===== src/rtl/life_game_stepper.sv =====
// Generation engine and cell-port arbiter for the double-buffered 64x48 life world.
// Reads the displayed buffer row by row, writes B3/S23 results to the hidden buffer, then flips.
module life_game_stepper #(
  parameter int ROWS        = 48,
  parameter int STEP_PERIOD = 1000000,
  parameter bit WRAP        = 1'b1
) (
  input  logic        clock,
  input  logic        reset,
  input  logic        run,
  input  logic        step,
  input  logic        cpu_write,
  input  logic [6:0]  cpu_address,
  input  logic [31:0] cpu_data_in,
  output logic        cpu_wait,
  output logic        cell_write,
  output logic [6:0]  cell_address,
  output logic [31:0] cell_data_in,
  input  logic [31:0] cell_data_out,
  output logic        busy,
  output logic        done,
  output logic [15:0] generation
);

  localparam int             CW        = (STEP_PERIOD > 1) ? $clog2(STEP_PERIOD) : 1;
  localparam logic [CW-1:0]  TICK_LAST = CW'(STEP_PERIOD - 1);
  localparam logic [5:0]     LAST_ROW  = 6'(ROWS - 1);
  localparam logic [6:0]     SEL_ADDR  = 7'd127;

  typedef enum logic [3:0] {
    S_SYNC, S_IDLE, S_RA0, S_RA1, S_RC0, S_RC1,
    S_RB0, S_RB1, S_W0, S_W1, S_FLIP
  } state_t;

  state_t        r_state;
  state_t        w_state_next;
  logic [CW-1:0] r_tick_cnt;
  logic          r_pending;
  logic          r_index;
  logic [15:0]   r_generation;
  logic [5:0]    r_y;
  logic [63:0]   r_a;
  logic [63:0]   r_c;
  logic [63:0]   r_b;
  logic          w_tick;
  logic          w_req;
  logic [5:0]    w_y_below;
  logic [63:0]   w_next;

  function automatic logic [63:0] life_next(input logic [63:0] a, input logic [63:0] c,
                                            input logic [63:0] b);
    logic [63:0] nxt;
    logic [3:0]  cnt;
    logic        has_l;
    logic        has_r;
    for (int x = 0; x < 64; x++) begin
      has_l = WRAP || (x != 0);
      has_r = WRAP || (x != 63);
      cnt   = {3'd0, a[x]} + {3'd0, b[x]};
      if (has_l) begin
        cnt = cnt + {3'd0, a[(x+63)%64]} + {3'd0, c[(x+63)%64]} + {3'd0, b[(x+63)%64]};
      end else begin
        cnt = cnt;
      end
      if (has_r) begin
        cnt = cnt + {3'd0, a[(x+1)%64]} + {3'd0, c[(x+1)%64]} + {3'd0, b[(x+1)%64]};
      end else begin
        cnt = cnt;
      end
      nxt[x] = (cnt == 4'd3) | (c[x] & (cnt == 4'd2));
    end
    return nxt;
  endfunction

  assign w_tick     = run & (r_tick_cnt == TICK_LAST);
  assign w_req      = step | w_tick;
  assign w_y_below  = (r_y == LAST_ROW) ? 6'd0 : r_y + 6'd1;
  assign w_next     = life_next(r_a, r_c, r_b);
  assign busy       = ~reset & (r_state != S_IDLE);
  assign done       = ~reset & (r_state == S_FLIP);
  assign cpu_wait   = busy;
  assign generation = r_generation;

  always_ff @(posedge clock or posedge reset) begin
    if (reset) begin
      r_tick_cnt <= '0;
    end else if (!run || r_tick_cnt == TICK_LAST) begin
      r_tick_cnt <= '0;
    end else begin
      r_tick_cnt <= r_tick_cnt + CW'(1);
    end
  end

  // Requests merge; IDLE always consumes whatever is pending as it launches a step.
  always_ff @(posedge clock or posedge reset) begin
    if (reset) begin
      r_pending <= 1'b0;
    end else if (r_state == S_IDLE) begin
      r_pending <= 1'b0;
    end else if (w_req) begin
      r_pending <= 1'b1;
    end else begin
      r_pending <= r_pending;
    end
  end

  always_ff @(posedge clock or posedge reset) begin
    if (reset) begin
      r_state <= S_SYNC;
    end else begin
      r_state <= w_state_next;
    end
  end

  always_comb begin
    w_state_next = r_state;
    case (r_state)
      S_SYNC:  w_state_next = S_IDLE;
      S_IDLE:  w_state_next = (r_pending | w_req) ? S_RA0 : S_IDLE;
      S_RA0:   w_state_next = S_RA1;
      S_RA1:   w_state_next = S_RC0;
      S_RC0:   w_state_next = S_RC1;
      S_RC1:   w_state_next = S_RB0;
      S_RB0:   w_state_next = S_RB1;
      S_RB1:   w_state_next = S_W0;
      S_W0:    w_state_next = S_W1;
      S_W1:    w_state_next = (r_y == LAST_ROW) ? S_FLIP : S_RB0;
      S_FLIP:  w_state_next = S_IDLE;
      default: w_state_next = S_SYNC;
    endcase
  end

  // Row window A/C/B, row counter, buffer index and generation count.
  always_ff @(posedge clock or posedge reset) begin
    if (reset) begin
      r_a          <= 64'd0;
      r_c          <= 64'd0;
      r_b          <= 64'd0;
      r_y          <= 6'd0;
      r_index      <= 1'b0;
      r_generation <= 16'd0;
    end else begin
      case (r_state)
        S_SYNC: begin
          r_index <= 1'b0;
          r_y     <= 6'd0;
        end
        S_IDLE: begin
          r_y <= 6'd0;
          if (cpu_write && cpu_address == SEL_ADDR) begin
            r_index <= cpu_data_in[0];
          end
        end
        S_RA0:  r_a[31:0]  <= WRAP ? cell_data_out : 32'd0;
        S_RA1:  r_a[63:32] <= WRAP ? cell_data_out : 32'd0;
        S_RC0:  r_c[31:0]  <= cell_data_out;
        S_RC1:  r_c[63:32] <= cell_data_out;
        S_RB0:  r_b[31:0]  <= (WRAP || r_y != LAST_ROW) ? cell_data_out : 32'd0;
        S_RB1:  r_b[63:32] <= (WRAP || r_y != LAST_ROW) ? cell_data_out : 32'd0;
        S_W1: begin
          r_a <= r_c;
          r_c <= r_b;
          if (r_y != LAST_ROW) begin
            r_y <= r_y + 6'd1;
          end
        end
        S_FLIP: begin
          r_index      <= ~r_index;
          r_generation <= r_generation + 16'd1;
        end
        default: r_y <= r_y;
      endcase
    end
  end

  // Cell port: CPU passthrough only in IDLE; held at zero while reset is asserted.
  always_comb begin
    cell_write   = 1'b0;
    cell_address = 7'd0;
    cell_data_in = 32'd0;
    if (reset) begin
      cell_write = 1'b0;
    end else begin
      case (r_state)
        S_SYNC: begin
          cell_write   = 1'b1;
          cell_address = SEL_ADDR;
        end
        S_IDLE: begin
          cell_write   = cpu_write;
          cell_address = cpu_address;
          cell_data_in = cpu_data_in;
        end
        S_RA0:  cell_address = {LAST_ROW, 1'b0};
        S_RA1:  cell_address = {LAST_ROW, 1'b1};
        S_RC0:  cell_address = 7'd0;
        S_RC1:  cell_address = 7'd1;
        S_RB0:  cell_address = {w_y_below, 1'b0};
        S_RB1:  cell_address = {w_y_below, 1'b1};
        S_W0: begin
          cell_write   = 1'b1;
          cell_address = {r_y, 1'b0};
          cell_data_in = w_next[31:0];
        end
        S_W1: begin
          cell_write   = 1'b1;
          cell_address = {r_y, 1'b1};
          cell_data_in = w_next[63:32];
        end
        S_FLIP: begin
          cell_write   = 1'b1;
          cell_address = SEL_ADDR;
          cell_data_in = {31'd0, ~r_index};
        end
        default: cell_write = 1'b0;
      endcase
    end
  end

endmodule


===== config.mk =====
export PLATFORM = sky130hd
export DESIGN_NAME = life_game_stepper
export DESIGN_NICKNAME = d
export VERILOG_FILES = /design/src/rtl/life_game_stepper.sv
export SDC_FILE = /design/constraint.sdc
export NUM_CORES = 1
export LEC_CHECK = 0
export BUFFER_PORTS_ARGS = -buffer_cell sky130_fd_sc_hd__buf_2
export CORE_ASPECT_RATIO = 1.4
export CORE_MARGIN = 5
export CORE_UTILIZATION = 25
export DETAILED_ROUTE_END_ITERATION = 16
export PLACE_DENSITY = 0.42
export SETUP_SLACK_MARGIN = 0.3
export SKIP_CTS_REPAIR_TIMING = 1
export SLEW_MARGIN = 30
export SYNTH_ARGS = -nofsm -noshare
export SYNTH_HDL_FRONTEND = slang
export SYNTH_SLANG_ARGS = --single-unit

===== constraint.sdc =====
create_clock -name clock -period 8.3 [get_ports clock]
set_clock_uncertainty 0.1 [all_clocks]
set_input_delay 0.83 -clock clock [delete_from_list [all_inputs] [get_ports clock]]
set_output_delay 0.83 -clock clock [all_outputs]
set_load 0.02 [all_outputs]

==> reports/metrics.yaml <==
status: "finished clean"
syn_avg_cell_area_um2: 9.81
top_layer: "met5"
cp.required_ps: 7370
synth-seq-cells: 240
die_area_mm2: 0.0949
drc: 0
syn-cell-area_mm2: 0.0222
worstSetupStartpointType: "flip-flop"
synthDistinctLibCells: 64
io_buffer_count: 134
core-area_mm2: 0.0883
rsz0062_at_grt: "false"
root_buffer: "clkbuf_16"
grt_pass1_wl_um: 99700
finalNonFillerCells: 3566
post-route-period-util: 0.608
tritoncts: "yes"
wl_um: 62000
clk_pin_slew_ps: 60
timing.fmax_mhz: 198
critical_path_class: "reg -> out"
setup_viol: 0
vias: 16100
power_leakage_uw: 0.0114
finalHoldViolCount: 0
yosys_warnings: 0
cap_violations: 0
grt_antenna_before_repair: 6
dr.pass1.iters: 5
cts_made_buffers: 29
dr_wl_met2_um: 32500
fin_crit_ps: 5050
wire_per_inst_um: 17.4
arrival_ps: 4120
fp-row-count: 129
cp_max_fo: 4
io_pins: 135
numClockSinks: 240
ant_nets: 0
drt-met1-wl_um: 26000
min_path_type: "reg -> reg"
synth_edf_count: 0
grt_pass1_vias: 17700
vias_per_cell: 4.51
ys_seq_area_frac: 0.271
worst_pin_slew_ps: 868
die_h_um: 363
htreeDepth: 1
drive_above_1_share: 0.108
cts.path.max_buffers: 3
globalplace.congestion: 0.778
placedCellCount: 3512
slew_violations: 0
relSlewSlack: 0.422
grt.overflow.total: 0
power_density_mw_per_mm2: 154
start_util: 0.251
syn-num-nets: 2790
async_flop_share: 1.00
synth-main-ff-cell: "dfrtp_1"
vdd_drop_max_mv: 0.143
grtUsageTotal: 0.132
grt_max_degree: 177
clkLatencyLatePin_ps: 580
setup_tns_ps: 0
first_iter_violations: 667
die_x_um: 262
hpwl_um: 44900
route.met3.wl_um: 1970
final_nets: 2892
end_kind: "primary output"
syn_inst: 2263
area_growth_pct: 13.6
where the power goes:
part / internal, µW / leakage [µW] / switching [µW]
sequential: 1220 / 0.00287 / 39.5
combinational: 593 / 0.00805 / 738
clock: 735 / 0.000461 / 547
final timing paths:
| path | cells after the start | slack [ps] | to | from |
|---|---|---|---|---|
| worst min-delay path | 1 | 370 | generation[15] | generation[15] |
| worst max register to register | 4 | 5290 | r_a[2] | r_state[0] |
| max in group asynchronous | 4 | 6240 | r_c[52] | reset |
| worst max-delay path | 12 | 3250 | cell_data_in[8] | r_c[39] |
| worst min register to register | 1 | 370 | generation[15] | generation[15] |
| min in group asynchronous | 2 | 490 | r_tick_cnt[5] | reset |
sequential cells by signal (all words and copies together) (netlist names):
register and count:
generation 16, r_a 64, r_b 64, r_c 64, r_index 1, r_pending 1
r_state 4, r_tick_cnt 20, r_y 6
layer usage:
| metal | global-route usage | vias up |
|---|---|---|
| met1 | 0.162 | 8123 |
| met5 | 0 | - |
| met4 | 0.0318 | 2 |
| met3 | 0.0166 | 61 |
| li1 | - | 7710 |
| met2 | 0.243 | 177 |
cell usage in the layout, fill, tap and decap left out, drive strengths merged, types with 8 or more instances in the layout:
| cell | n |
|---|---|
| mux2i | 97 |
| nand2 | 178 |
| nand3 | 47 |
| o22ai | 43 |
| ha | 195 |
| nor2 | 44 |
| and3 | 8 |
| nand4 | 12 |
| xnor2 | 27 |
| inv | 460 |
| a211oi | 32 |
| mux2 | 34 |
| o21ai | 147 |
| buf | 152 |
| o21a | 21 |
| and2 | 43 |
| dfrtp | 240 |
| a21oi | 103 |
| clkbuf | 40 |
| o211ai | 39 |
| nand3b | 42 |
| o2111ai | 41 |
| fa | 256 |
| nor3 | 15 |
synth_stat cells, types with 2 or more instances:
library cell / number / area (µm²)
ha_1: 195 / 2440
nand4_1: 12 / 75.1
o31ai_1: 2 / 15.0
buf_4: 4 / 30.0
buf_1: 4 / 15.0
o21a_1: 21 / 158
mux2i_1: 97 / 971
fa_1: 256 / 5120
a21oi_1: 103 / 515
o211ai_1: 39 / 293
o2bb2ai_1: 2 / 17.5
o2111ai_1: 41 / 359
nand2b_1: 5 / 31.3
nor2_1: 44 / 165
and2_0: 42 / 263
o22ai_1: 43 / 269
a22o_1: 2 / 17.5
o21ai_0: 138 / 691
nand4bb_1: 4 / 45.0
nand3b_1: 42 / 315
dfrtp_1: 240 / 6010
nor2b_1: 2 / 12.5
a211oi_1: 32 / 240
o21ai_1: 8 / 40.0
nand2_1: 178 / 668
clkbuf_1: 53 / 199
buf_2: 19 / 95.1
or3_1: 5 / 31.3
mux2_2: 34 / 383
nand3_1: 45 / 225
xor2_1: 6 / 52.6
and3_1: 8 / 50.1
nor4_1: 6 / 37.5
xnor2_1: 27 / 236
inv_1: 459 / 1720
nor3_2: 2 / 20.0
nor3_1: 13 / 65.1
or4_4: 2 / 22.5
o31a_1: 3 / 26.3
kinds of logic after synthesis:
logic type,after synthesis,synth area share
XOR/XNOR,33,0.0130
multiplexers,131,0.0610
buffers and inverters,540,0.0934
AO/OA/AOI/OAI,447,0.125
AND/OR/NAND/NOR,421,0.0964
adder cells (fa/ha/maj),451,0.341
flip-flops,240,0.271
critical path, stage by stage (launching register included):
cell and delay [ps]:
dfrtp_1 410, inv_1 160, fa_1 450, fa_1 460
fa_1 490, inv_1 40, ha_1 210, fa_1 500
o21ai_0 100, nor3_1 260, o21ai_0 160, o211ai_1 110
buf_2 190
cell type report:
type | instances | area [µm²]
tap | 1179 | 1480
timing repair buffer | 152 | 863
clock inverter | 9 | 76.3
multi-input combinational | 1483 | 14200
clock buffer | 40 | 847
fill | 9320 | 63100
inverter | 459 | 1730
antenna | 4 | 10.0
sequential | 240 | 6010
metrics by stage:
stage / utilization / hold WS (ps) / worst slack [ps] / instance area [µm²] / power, µW
2_1_floorplan: - / 350 / 593 / 22200 / 2280
3_3_place_gp: 0.274 / 358 / 3840 / 24200 / 2560
3_5_place_dp: 0.274 / 359 / 3840 / 24200 / 2630
4_1_cts: 0.285 / 377 / 3190 / 25200 / 3980
5_1_grt: 0.285 / 397 / 3100 / 25200 / 4250
6_report: 0.285 / 368 / 3250 / 25200 / 3870
No activity file was read; power rests on OpenSTA's default activity.
